## config.mk

```make
export PLATFORM = sky130hd
export DESIGN_NAME = bdc_sync_measure
export DESIGN_NICKNAME = d
export VERILOG_FILES = /design/src/rtl/bdc_sync_measure_pkg.sv /design/src/rtl/bdc_sync_ff.sv /design/src/rtl/bdc_sync_measure.sv
export SDC_FILE = /design/constraint.sdc
export NUM_CORES = 1
export LEC_CHECK = 0
export CAP_MARGIN = 20
export CORE_MARGIN = 8
export CORE_UTILIZATION = 45
export DETAILED_ROUTE_END_ITERATION = 16
export DONT_BUFFER_PORTS = 1
export SKIP_LAST_GASP = 1
export SYNTH_ARGS = -nofsm -noshare
export SYNTH_HDL_FRONTEND = slang
export SYNTH_SLANG_ARGS = --single-unit
```

## constraint.sdc

```tcl
create_clock -name clk -period 3.73 [get_ports clk]
set_input_delay 0.9325 -clock clk [delete_from_list [all_inputs] [get_ports clk]]
set_output_delay 0.9325 -clock clk [all_outputs]
set_load 0.01 [all_outputs]
```

## src/rtl/bdc_sync_measure_pkg.sv

```systemverilog
// BDC SYNC measurement shared definitions.
// Width constant is shared with bdc_clk_pulse_generator.
package bdc_sync_measure_pkg;

    localparam int LEN_W = 32;

    localparam int DEF_HOST_LOW_CYCLES = 20000;
    localparam int DEF_SETTLE_CYCLES   = 8;
    localparam int DEF_TIMEOUT_CYCLES  = 1000000;
    localparam int DEF_MIN_LENGTH      = 128;

    typedef logic [LEN_W-1:0] len_t;

    typedef enum logic [2:0] {
        ST_IDLE,
        ST_DRIVE_LOW,
        ST_SETTLE,
        ST_WAIT_HIGH,
        ST_WAIT_FALL,
        ST_MEASURE
    } sync_state_t;

    function automatic len_t sat_inc(input len_t v);
        return (v == '1) ? v : v + len_t'(1);
    endfunction

endpackage

```

## src/rtl/bdc_sync_ff.sv

```systemverilog
// Two-flop synchronizer for the BKGD pin.
// Resets to the idle (released, pulled-up) level.
module bdc_sync_ff (
    input  logic clk,
    input  logic rst,
    input  logic d,
    output logic q
);

    logic meta;

    always_ff @(posedge clk or negedge rst) begin
        if (!rst) begin
            meta <= 1'b1;
            q    <= 1'b1;
        end else begin
            meta <= d;
            q    <= meta;
        end
    end

endmodule

```

## src/rtl/bdc_sync_measure.sv

```systemverilog
// BDC SYNC request generator and target low-pulse measurement.
// Result feeds the BDC bit-clock pulse generator.
module bdc_sync_measure
    import bdc_sync_measure_pkg::*;
#(
    parameter int HOST_LOW_CYCLES = DEF_HOST_LOW_CYCLES,
    parameter int SETTLE_CYCLES   = DEF_SETTLE_CYCLES,
    parameter int TIMEOUT_CYCLES  = DEF_TIMEOUT_CYCLES,
    parameter int MIN_LENGTH      = DEF_MIN_LENGTH
) (
    input  logic             clk,
    input  logic             rst,
    input  logic             start,
    input  logic             bkgd_in,
    output logic             bkgd_drive_low,
    output logic             busy,
    output logic [LEN_W-1:0] sync_length,
    output logic             set_sync_length,
    output logic             sync_error
);

    localparam len_t HOST_LAST   = len_t'(HOST_LOW_CYCLES - 1);
    localparam len_t SETTLE_LAST = len_t'(SETTLE_CYCLES - 1);
    localparam len_t TO_LAST     = len_t'(TIMEOUT_CYCLES - 1);
    localparam len_t MIN_LEN     = len_t'(MIN_LENGTH);

    sync_state_t state, state_nxt;
    len_t        cyc_cnt, cyc_nxt;
    len_t        len_cnt, len_nxt;
    len_t        length_nxt;
    logic        set_nxt;
    logic        err_nxt;
    logic        bkgd_s;
    logic        timeout;
    len_t        cyc_inc;

    bdc_sync_ff u_sync (
        .clk (clk),
        .rst (rst),
        .d   (bkgd_in),
        .q   (bkgd_s)
    );

    assign busy           = (state != ST_IDLE);
    assign bkgd_drive_low = (state == ST_DRIVE_LOW);
    assign timeout        = (cyc_cnt == TO_LAST);
    assign cyc_inc        = cyc_cnt + len_t'(1);

    always_ff @(posedge clk or negedge rst) begin
        if (!rst) begin
            state           <= ST_IDLE;
            cyc_cnt         <= '0;
            len_cnt         <= '0;
            sync_length     <= '0;
            set_sync_length <= 1'b0;
            sync_error      <= 1'b0;
        end else begin
            state           <= state_nxt;
            cyc_cnt         <= cyc_nxt;
            len_cnt         <= len_nxt;
            sync_length     <= length_nxt;
            set_sync_length <= set_nxt;
            sync_error      <= err_nxt;
        end
    end

    always_comb begin
        state_nxt  = state;
        cyc_nxt    = cyc_cnt;
        len_nxt    = len_cnt;
        length_nxt = sync_length;
        set_nxt    = 1'b0;
        err_nxt    = 1'b0;
        unique case (state)
            ST_IDLE: begin
                if (start) begin
                    state_nxt = ST_DRIVE_LOW;
                    cyc_nxt   = '0;
                end
            end
            ST_DRIVE_LOW: begin
                cyc_nxt = cyc_inc;
                if (cyc_cnt == HOST_LAST) begin
                    state_nxt = ST_SETTLE;
                    cyc_nxt   = '0;
                end
            end
            ST_SETTLE: begin
                cyc_nxt = cyc_inc;
                if (cyc_cnt == SETTLE_LAST) begin
                    state_nxt = ST_WAIT_HIGH;
                    cyc_nxt   = '0;
                end
            end
            // Timeout budget spans all three target-wait states.
            ST_WAIT_HIGH: begin
                cyc_nxt = cyc_inc;
                if (timeout) begin
                    state_nxt = ST_IDLE;
                    err_nxt   = 1'b1;
                end else if (bkgd_s) begin
                    state_nxt = ST_WAIT_FALL;
                end
            end
            ST_WAIT_FALL: begin
                cyc_nxt = cyc_inc;
                if (timeout) begin
                    state_nxt = ST_IDLE;
                    err_nxt   = 1'b1;
                end else if (!bkgd_s) begin
                    state_nxt = ST_MEASURE;
                    len_nxt   = len_t'(1);
                end
            end
            ST_MEASURE: begin
                cyc_nxt = cyc_inc;
                if (timeout) begin
                    state_nxt = ST_IDLE;
                    err_nxt   = 1'b1;
                end else if (!bkgd_s) begin
                    len_nxt = sat_inc(len_cnt);
                end else begin
                    state_nxt = ST_IDLE;
                    if (len_cnt < MIN_LEN) begin
                        err_nxt = 1'b1;
                    end else begin
                        set_nxt    = 1'b1;
                        length_nxt = len_cnt;
                    end
                end
            end
            default: begin
                state_nxt = ST_IDLE;
            end
        endcase
        if (state_nxt == ST_IDLE && state != ST_IDLE) begin
            cyc_nxt = '0;
        end
    end

endmodule

```

==> reports/metrics.yaml, run 1 <==
drv_slew: 0
synth-seq-cells: 103
post_drt_via_cell_ratio: 5.97
outcome: "finished, final reports clean"
fmax_mhz: 319
overflow: 0
hold_viol: 0
register_area_mm2: 0.00258
antenna_left: 0
ys_seq_area_frac: 0.483
min_period_over_period: 0.841
start_util: 0.463
rsz0062_at_grt: "no"
path_clk_slew_ps: 70
grt.total_usage: 0.158
powerDensity_mw_per_mm2: 362
cp-start-kind: "flop"
grt_util_met1: 0.205
diodes: 0
wl_per_cell_um: 17.3
synthesis.nets: 563
grt_max_degree: 104
drc_errors: 0
port_buffers: 0
fin_tns_setup_ps: 0
area_growth_pct: 7.92
hp-class: "input pin to async pin"
post-route-min-period_ps: 3140
gp_congestion: 0.818
cp_max_fo: 19
postCtsHoldBufs: 0
die_w_um: 125
skew_ps: 7.63
synth.top_cell.area_share: 0.474
vias: 4141
ys_async_sr_fraction: 1.00
cts-root-buf: "clkbuf_16"
cts_setup_buffers: 0
dp_hpwl_um: 8280
final_util: 0.500
max_stage_delay_ps: 560
maxCapViolCount: 0
drive_gt1_frac: 0.125
die_height_um: 125
grt_pass1_wl_um: 20400
cts_made_buffers: 9
dieArea_mm2: 0.0156
end_kind: "flop"
multi_input_area_mm2: 0.00256
crit_required_ps: 3940
ir_drop_mv: 0.260
num_rows: 39
synth_ff_type: "dfrtp_1"
grt_pass1_vias: 3886
synth_top_area_cell: "dfrtp_1"
post_cts_resized: 0
fillers: 1071
ys_warn_count: 0
busiest_layer: "met2"
netlist_area_mm2: 0.00534
coreArea_mm2: 0.0115
critPathLaunch: "cyc_cnt[12]"
cp_cell_sequence: "or4_1 > or4_4 > or3_1 > o31a_1 > nand2_1 > o21ai_0"
grt_use_met3: 0.0317
synth_top_cells_by_area: "dfrtp_1 (47%), mux2_2 (7.0%), nand3_1 (4.9%), nand2_1 (4.5%), nor4_1 (2.6%)"
first_iter_violations: 322
synth_most_common_cell: "dfrtp_1"
cts_tree: "built"
slew_headroom: 0.423
drt-total-wl_um: 12000
io-pin-count: 40
cts.sinks: 103
setup.worst_path.class: "flop to flop"
cellLeakagePower_nw: 2.37
yosys-top-cells-count: "dfrtp_1 (101), nand2_1 (64), nand3_1 (52)"
synth_enable_flop_cells: 0
critical-path-top-delay-family: "simple AND/OR/NAND/NOR gates"
postSynthCellCount: 557
slowest_stage: "o31a_1"
cp.arrival_ps: 3350
use_met2: 0.251
htreeDepth: 3
nets: 552
syn-mean-instance-area_um2: 9.58
max-clock-path-buffers: 2
dr.pass1.iters: 5
insertion_delay_ps: 350
synth.distinct_cells: 52
cp.buffers_inverters: 0
setup_viol: 0
antenna_found_initial: 0
tightest_slew_ps: 862
r2r-start: "cyc_cnt[12]"
-- state kept, by name, summed over array words and instances, names as in the netlist --
name,cells
set_sync_length,1
u_sync.q,1
len_cnt,32
sync_error,1
u_sync.meta,1
sync_length,32
cyc_cnt,32
state,3
-- worst reg2reg max path: cells and delay by family (launching register included) --
family,cells,cell delay [ps]
AO/OA/AOI/OAI,2,720
flip-flops,1,430
AND/OR/NAND/NOR,4,1860
-- layout by cell type (no fill, tap or decap), types with 8 or more instances in the layout --
cell type,instances
xor2_1,11
nor3_1,14
nand4_1,19
xnor2_1,15
or4_1,11
nand2b_1,8
nor2_1,34
buf_4,10
a31oi_1,13
o21ai_0,17
nand2_1,64
inv_1,19
nand3_1,52
dfrtp_1,101
nor4_1,20
o311ai_0,9
and3_1,9
a21oi_1,16
clkbuf_16,9
mux2_2,33
-- stage by stage --
step	hold slack [ps]	std cells	instance area, um^2	power, W	worst slack, ps
2_1_floorplan	345	557	5340	0.00117	1030
3_5_place_dp	353	678	5470	0.00117	610
4_1_cts	263	694	5760	0.00211	597
3_3_place_gp	350	678	5470	0.00117	669
5_1_grt	261	694	5760	0.00215	441
6_report	274	694	5760	0.00208	591
-- layout make-up --
| class | count | share of cell area |
|---|---|---|
| clock buffer | 11 | 0.0404 |
| clock inverter | 5 | 0.00978 |
| inverter | 19 | 0.0124 |
| multi-input combinational | 403 | 0.445 |
| sequential | 103 | 0.448 |
| tap | 143 | 0.0311 |
| timing repair buffer | 10 | 0.0130 |
-- path summary, 6_finish.rpt --
| check | slack, ps | to | cells past startpoint |
|---|---|---|---|
| worst max-delay path | 590 | cyc_cnt[11] | 6 |
| worst min-delay path | 270 | len_cnt[24] | 0 |
| worst max register to register | 590 | cyc_cnt[11] | 6 |
| worst min register to register | 360 | u_sync.q | 0 |
| max in group asynchronous | 3250 | u_sync.q | 0 |
| min in group clk | 360 | u_sync.q | 0 |
-- routing by layer --
metal  vias to the layer above  wire length (um)  share of wire
met4                         0               252          0.021
met1                      2011              5400           0.45
met5                         -                 0              0
li1                       2016                 -              -
met3                        18               507          0.042
met2                        96              5820           0.49
-- power by group --
group	switching, W	leakage [nW]	internal, W
logic	0.00000752	0.886	0.00000735
clock network	0.000413	0.140	0.000521
registers	0.0000110	1.34	0.00112
total	0.000431	2.37	0.00165
-- kinds of logic (layout without fill, tap and decap cells) --
logic type | after synthesis | count (layout) | share of synthesized area
adder cells (fa/ha/maj) | 2 | 2 | 0.00469
multiplexers | 34 | 34 | 0.0715
buffers and inverters | 51 | 45 | 0.0401
AO/OA/AOI/OAI | 83 | 83 | 0.107
XOR/XNOR | 26 | 26 | 0.0427
flip-flops | 103 | 103 | 0.483
AND/OR/NAND/NOR | 258 | 258 | 0.251
(Power assumes the default switching activity.)
==> run 2, diff against run 1 <==
==> constraint.sdc (replaced) <==
create_clock -name clk -period 2.7 [get_ports clk]
set_input_delay 0.675 -clock clk [delete_from_list [all_inputs] [get_ports clk]]
set_output_delay 0.675 -clock clk [all_outputs]
set_load 0.01 [all_outputs]
==> run 2 against run 1 <==
  * The run now ends with setup timing left
  * Clock skew about the same
  * Clock power up 34%
  * Routed wire length rose by 8.8%
  * Sequential power is 37% higher
  * Sequential cell count is the same
  * Hold slack lost 260 ps
  * Highest routed layer unchanged
==> reports/metrics.yaml, run 2 (synthesized netlist as in run 1, its figures left out) <==
outcome: "complete, but fails checks"
failed_checks: "setup timing"
ir_drop_mv: 0.249
io-pin-count: 40
place_inst: 732
htreeDepth: 3
mostFrequentLayoutCell: "dfrtp_1"
slew_headroom: 0.415
post_drt_via_cell_ratio: 5.81
min_period_over_period: 1.01
dieArea_mm2: 0.0156
cp.buffers_inverters: 3
vias: 4443
setup.worst_path.class: "flop to flop"
insertion_delay_ps: 350
tightest_slew_ps: 874
crit_required_ps: 2940
mostFrequentLayoutCells: "dfrtp_1 (101), buf_4 (69), nand2_1 (63)"
die_height_um: 125
drv_slew: 0
fin_ws_ps: -38.5
port_buffers: 0
cts.sinks: 103
powerDensity_mw_per_mm2: 441
die_w_um: 125
grt.total_usage: 0.169
setup_viol: 7
rsz0062_at_grt: "yes"
gp_congestion: 0.856
max_stage_delay_ps: 500
hold_viol: 0
coreArea_mm2: 0.0115
cp_max_fo: 6
hp-class: "input pin to async pin"
num_rows: 39
wl_per_cell_um: 17.0
dr.pass1.iters: 5
grt_pass1_vias: 4307
max-clock-path-buffers: 2
start_util: 0.463
nets: 623
cts_made_buffers: 9
drc_errors: 0
dp_hpwl_um: 8950
fin_tns_setup_ps: -199
antenna_found_initial: 0
post-route-min-period_ps: 2740
overflow: 0
drive_gt1_frac: 0.249
diodes: 0
fmax_mhz: 365
grt_max_degree: 104
antenna_left: 0
crit_top_cell: "buf_6"
cellLeakagePower_nw: 2.77
end_kind: "flop"
slowest_stage: "or4_1"
area_growth_pct: 21.8
final_cells: 765
path_clk_slew_ps: 70
drt-total-wl_um: 13000
skew_ps: 7.38
top_regs: "cyc_cnt x32, len_cnt x32, sync_length x32"
maxCapViolCount: 0
cp.arrival_ps: 2980
cp_cell_sequence: "or4_1 > or4_4 > or3_4 > o31a_1 > buf_6 > a21oi_4 > buf_6 > buf_16 > nor2_2"
cp-start-kind: "flop"
grt_pass1_wl_um: 21700
cts-root-buf: "clkbuf_16"
first_iter_violations: 275
cts_tree: "built"
critical-path-top-delay-family: "simple AND/OR/NAND/NOR gates"
-- run 2: changes by cell type in the layout (fill, tap and decap cells not counted), sizes merged --
| cell | change |
|---|---|
| dlygate4sd3 | +2 |
| bufinv | -1 |
| clkbuf | +2 |
| clkinvlp | -1 |
| clkinv | +1 |
| buf | +68 |
-- run 2: final timing paths --
check                                       end  slack [ps]        start  depth (start not counted)
worst max-delay path                 cyc_cnt[8]         -40  cyc_cnt[13]                          9
worst min-delay path            sync_length[15]          20          rst                          0
worst max register to register       cyc_cnt[8]         -40  cyc_cnt[13]                          9
worst min register to register         u_sync.q         360  u_sync.meta                          0
max in group asynchronous        sync_length[1]        1420          rst                          1
min in group clk                    u_sync.meta         320      bkgd_in                          0
-- run 2: through the flow --
| step | area [um^2] | setup WS (ps) | util | hold WS (ps) | total power, W |
|---|---|---|---|---|---|
| floorplan | 5340 | 4.59 | - | 345 | 0.00161 |
| global placement | 5920 | -57.2 | 0.514 | 349 | 0.00163 |
| detailed placement | 5930 | -129 | 0.515 | 349 | 0.00163 |
| CTS | 6350 | -29.2 | 0.552 | 2.15 | 0.00289 |
| global route | 6500 | -110 | 0.564 | 2.67 | 0.00297 |
| finish | 6500 | -38.5 | 0.564 | 16.9 | 0.00287 |
-- run 2: area by class of cell --
| cell class | instances | area [um^2] |
|---|---|---|
| fill | 1012 | 5020 |
| multi-input combinational | 403 | 2670 |
| sequential | 103 | 2580 |
| timing repair buffer | 81 | 716 |
| clock buffer | 12 | 256 |
| tap | 143 | 179 |
| inverter | 19 | 71.3 |
| clock inverter | 4 | 27.5 |
-- run 2: timing repair --
item                       in CTS  in global routing
gates cloned                    2                  1
hold endpoints to repair        0                 14
buffers inserted                6                  7
pin swaps                       5                 13
gates resized for setup        12                 18
hold buffers                    0                  2
setup endpoints to repair      31                 53
-- run 2: power breakdown --
part / switching, W / internal [W] / leakage, nW
clock: 0.000573 / 0.000678 / 0.143
sequential: 0.0000109 / 0.00155 / 1.34
combinational: 0.0000308 / 0.0000226 / 1.28
total: 0.000614 / 0.00225 / 2.77
-- run 2: layer usage --
metal / wire length, um / part of all wire / track usage
met5: 0 / 0 / 0
met4: 347 / 0.027 / 0.0809
met3: 543 / 0.042 / 0.0347
met2: 6430 / 0.49 / 0.275
met1: 5720 / 0.44 / 0.209
==> run 3, diff against run 2 <==
--- a/config.mk
+++ b/config.mk
@@ -6,10 +6,10 @@
 export NUM_CORES = 1
 export LEC_CHECK = 0
 export CAP_MARGIN = 20
-export CORE_MARGIN = 8
 export CORE_UTILIZATION = 45
 export DETAILED_ROUTE_END_ITERATION = 16
 export DONT_BUFFER_PORTS = 1
+export REMOVE_ABC_BUFFERS = 1
 export SKIP_LAST_GASP = 1
 export SYNTH_ARGS = -nofsm -noshare
 export SYNTH_HDL_FRONTEND = slang
==> constraint.sdc (replaced) <==
create_clock -name clk -period 2.7 [get_ports clk]
set_input_delay 0.675 -clock clk [delete_from_list [all_inputs] [get_ports clk]]
set_output_delay 0.675 -clock clk [all_outputs]
set_load 0.05 [all_outputs]
==> run 3 against run 2 <==
  * Fmax increased by 1.7%
  * Die area decreased by 21%
  * The run now ends clean
  * Sequential cell count unchanged
  * Critical path type unchanged
  * Combinational power decreased by 35%
  * Final area decreased by 3.8%
  * Total power increased by 2.9%
  * Final cell count decreased by 5.2%
  * First-iteration DRC count decreased by 16%
  * Clock power increased by 8%
  * Clock-buffer cell count increased by 1
==> reports/metrics.yaml, run 3 (synthesized netlist as in run 1, its figures left out) <==
critPathLaunch: "cyc_cnt[12]"
stdcell_area_mm2: 0.00625
cellLeakagePower_nw: 2.62
dieArea_mm2: 0.0123
slowest_stage: "or4_4"
insertion_delay_ps: 350
gp_congestion: 0.868
start_util: 0.465
grt.total_usage: 0.215
mostFrequentLayoutCells: "dfrtp_1 (101), nand2_1 (64), nand3_1 (52)"
drt-total-wl_um: 12700
fmax_mhz: 371
fin_tns_setup_ps: 0
grt_pass1_wl_um: 21200
overflow: 0
cp_max_fo: 5
cp-start-kind: "flop"
vias: 4347
diodes: 0
rsz0062_at_grt: "yes"
min_period_over_period: 0.997
ir_drop_mv: 0.372
cts-root-buf: "clkbuf_16"
antenna_left: 0
multi_input_area_mm2: 0.00269
hold_viol: 0
top_regs: "cyc_cnt x32, len_cnt x32, sync_length x32"
power_w: 0.00295
crit_required_ps: 2940
cts_made_buffers: 9
htreeDepth: 3
cts_tree: "built"
tightest_slew_ps: 833
place_ws_ps: -59.0
cp_cell_sequence: "or4_4 > or4_4 > buf_4 > o311ai_4 > buf_4 > nand2b_1 > mux2_2"
port_buffers: 0
dr.pass1.iters: 5
setup_viol: 0
drive_gt1_frac: 0.196
fin_ws_ps: 8.06
outcome: "finished, final reports clean"
r2r-start: "cyc_cnt[12]"
postCtsHoldBufs: 0
register_area_mm2: 0.00258
die_height_um: 111
io-pin-count: 40
antenna_found_initial: 0
hp-class: "input pin to async pin"
powerDensity_mw_per_mm2: 472
grt_pass1_vias: 4126
cp.arrival_ps: 2930
first_iter_violations: 231
setup.worst_path.class: "flop to flop"
end_kind: "flop"
area_growth_pct: 17.2
nets: 583
coreArea_mm2: 0.0115
rrSetupSlack_ps: 8
post_drt_via_cell_ratio: 6.00
holdWs_ps: 16.5
cts.sinks: 103
num_rows: 39
wl_per_cell_um: 17.5
drc_errors: 0
maxCapViolCount: 0
max-clock-path-buffers: 2
dpl_cell_area_mm2: 0.00571
grt_max_degree: 104
max_stage_delay_ps: 530
mostFrequentLayoutCell: "dfrtp_1"
slew_headroom: 0.443
path_clk_slew_ps: 70
post-route-min-period_ps: 2690
drv_slew: 0
fillers: 1000
die_w_um: 111
skew_ps: 7.21
dp_hpwl_um: 8360
-- run 3: cell count changes in the layout (fill, tap and decap cells not counted), sizes merged --
cell         before  now
clkbuf           13   16
bufinv            0    1
buf              78   38
dlygate4sd3       2    0
clkinv            3    2
inv              20   19
-- run 3: report_power, final --
| part | internal, W | switching [W] |
|---|---|---|
| registers | 0.00155 | 0.0000101 |
| logic | 0.0000171 | 0.0000178 |
| clock network | 0.000792 | 0.000562 |
| total | 0.00236 | 0.000590 |
-- run 3: timing repair --
action,4_1_cts,5_1_grt
gates cloned,0,3
endpoints found under the setup margin,5,25
setup buffers,0,4
pin swaps,1,6
resized for setup,2,21
-- run 3: metrics by stage --
stage,util,std cells
5_1_grt,0.545,725
6_report,0.545,725
3_3_place_gp,0.498,702
3_5_place_dp,0.498,702
4_1_cts,0.526,718
2_1_floorplan,-,525
-- run 3: path summary, 6_finish.rpt --
check,to,cells after the start
min in group clk,u_sync.meta,0
max reg2reg,len_cnt[0],7
min,set_sync_length,0
max,len_cnt[0],7
max in group asynchronous,u_sync.meta,0
min reg2reg,u_sync.q,0
-- run 3: worst max-delay path, delay by kind of cell, from the launching register on --
family,cells,cell delay [ps]
multiplexers,1,340
AO/OA/AOI/OAI,1,320
flip-flops,1,380
AND/OR/NAND/NOR,3,1180
buffers and inverters,2,360
-- run 3: layout make-up --
cell class	count	area share
clock inverters	3	0.00640
well taps	143	0.0286
flip-flops and latches	103	0.412
multi-input cells	403	0.430
repair buffers	41	0.0682
clock buffers	13	0.0432
inverters	19	0.0114
-- run 3: routing by layer --
metal,up-vias,GRT usage,part of all wire
met5,-,0,0
met4,0,0.0996,0.022
met3,19,0.0399,0.038
met2,111,0.346,0.49
met1,2133,0.281,0.45
li1,2084,-,-
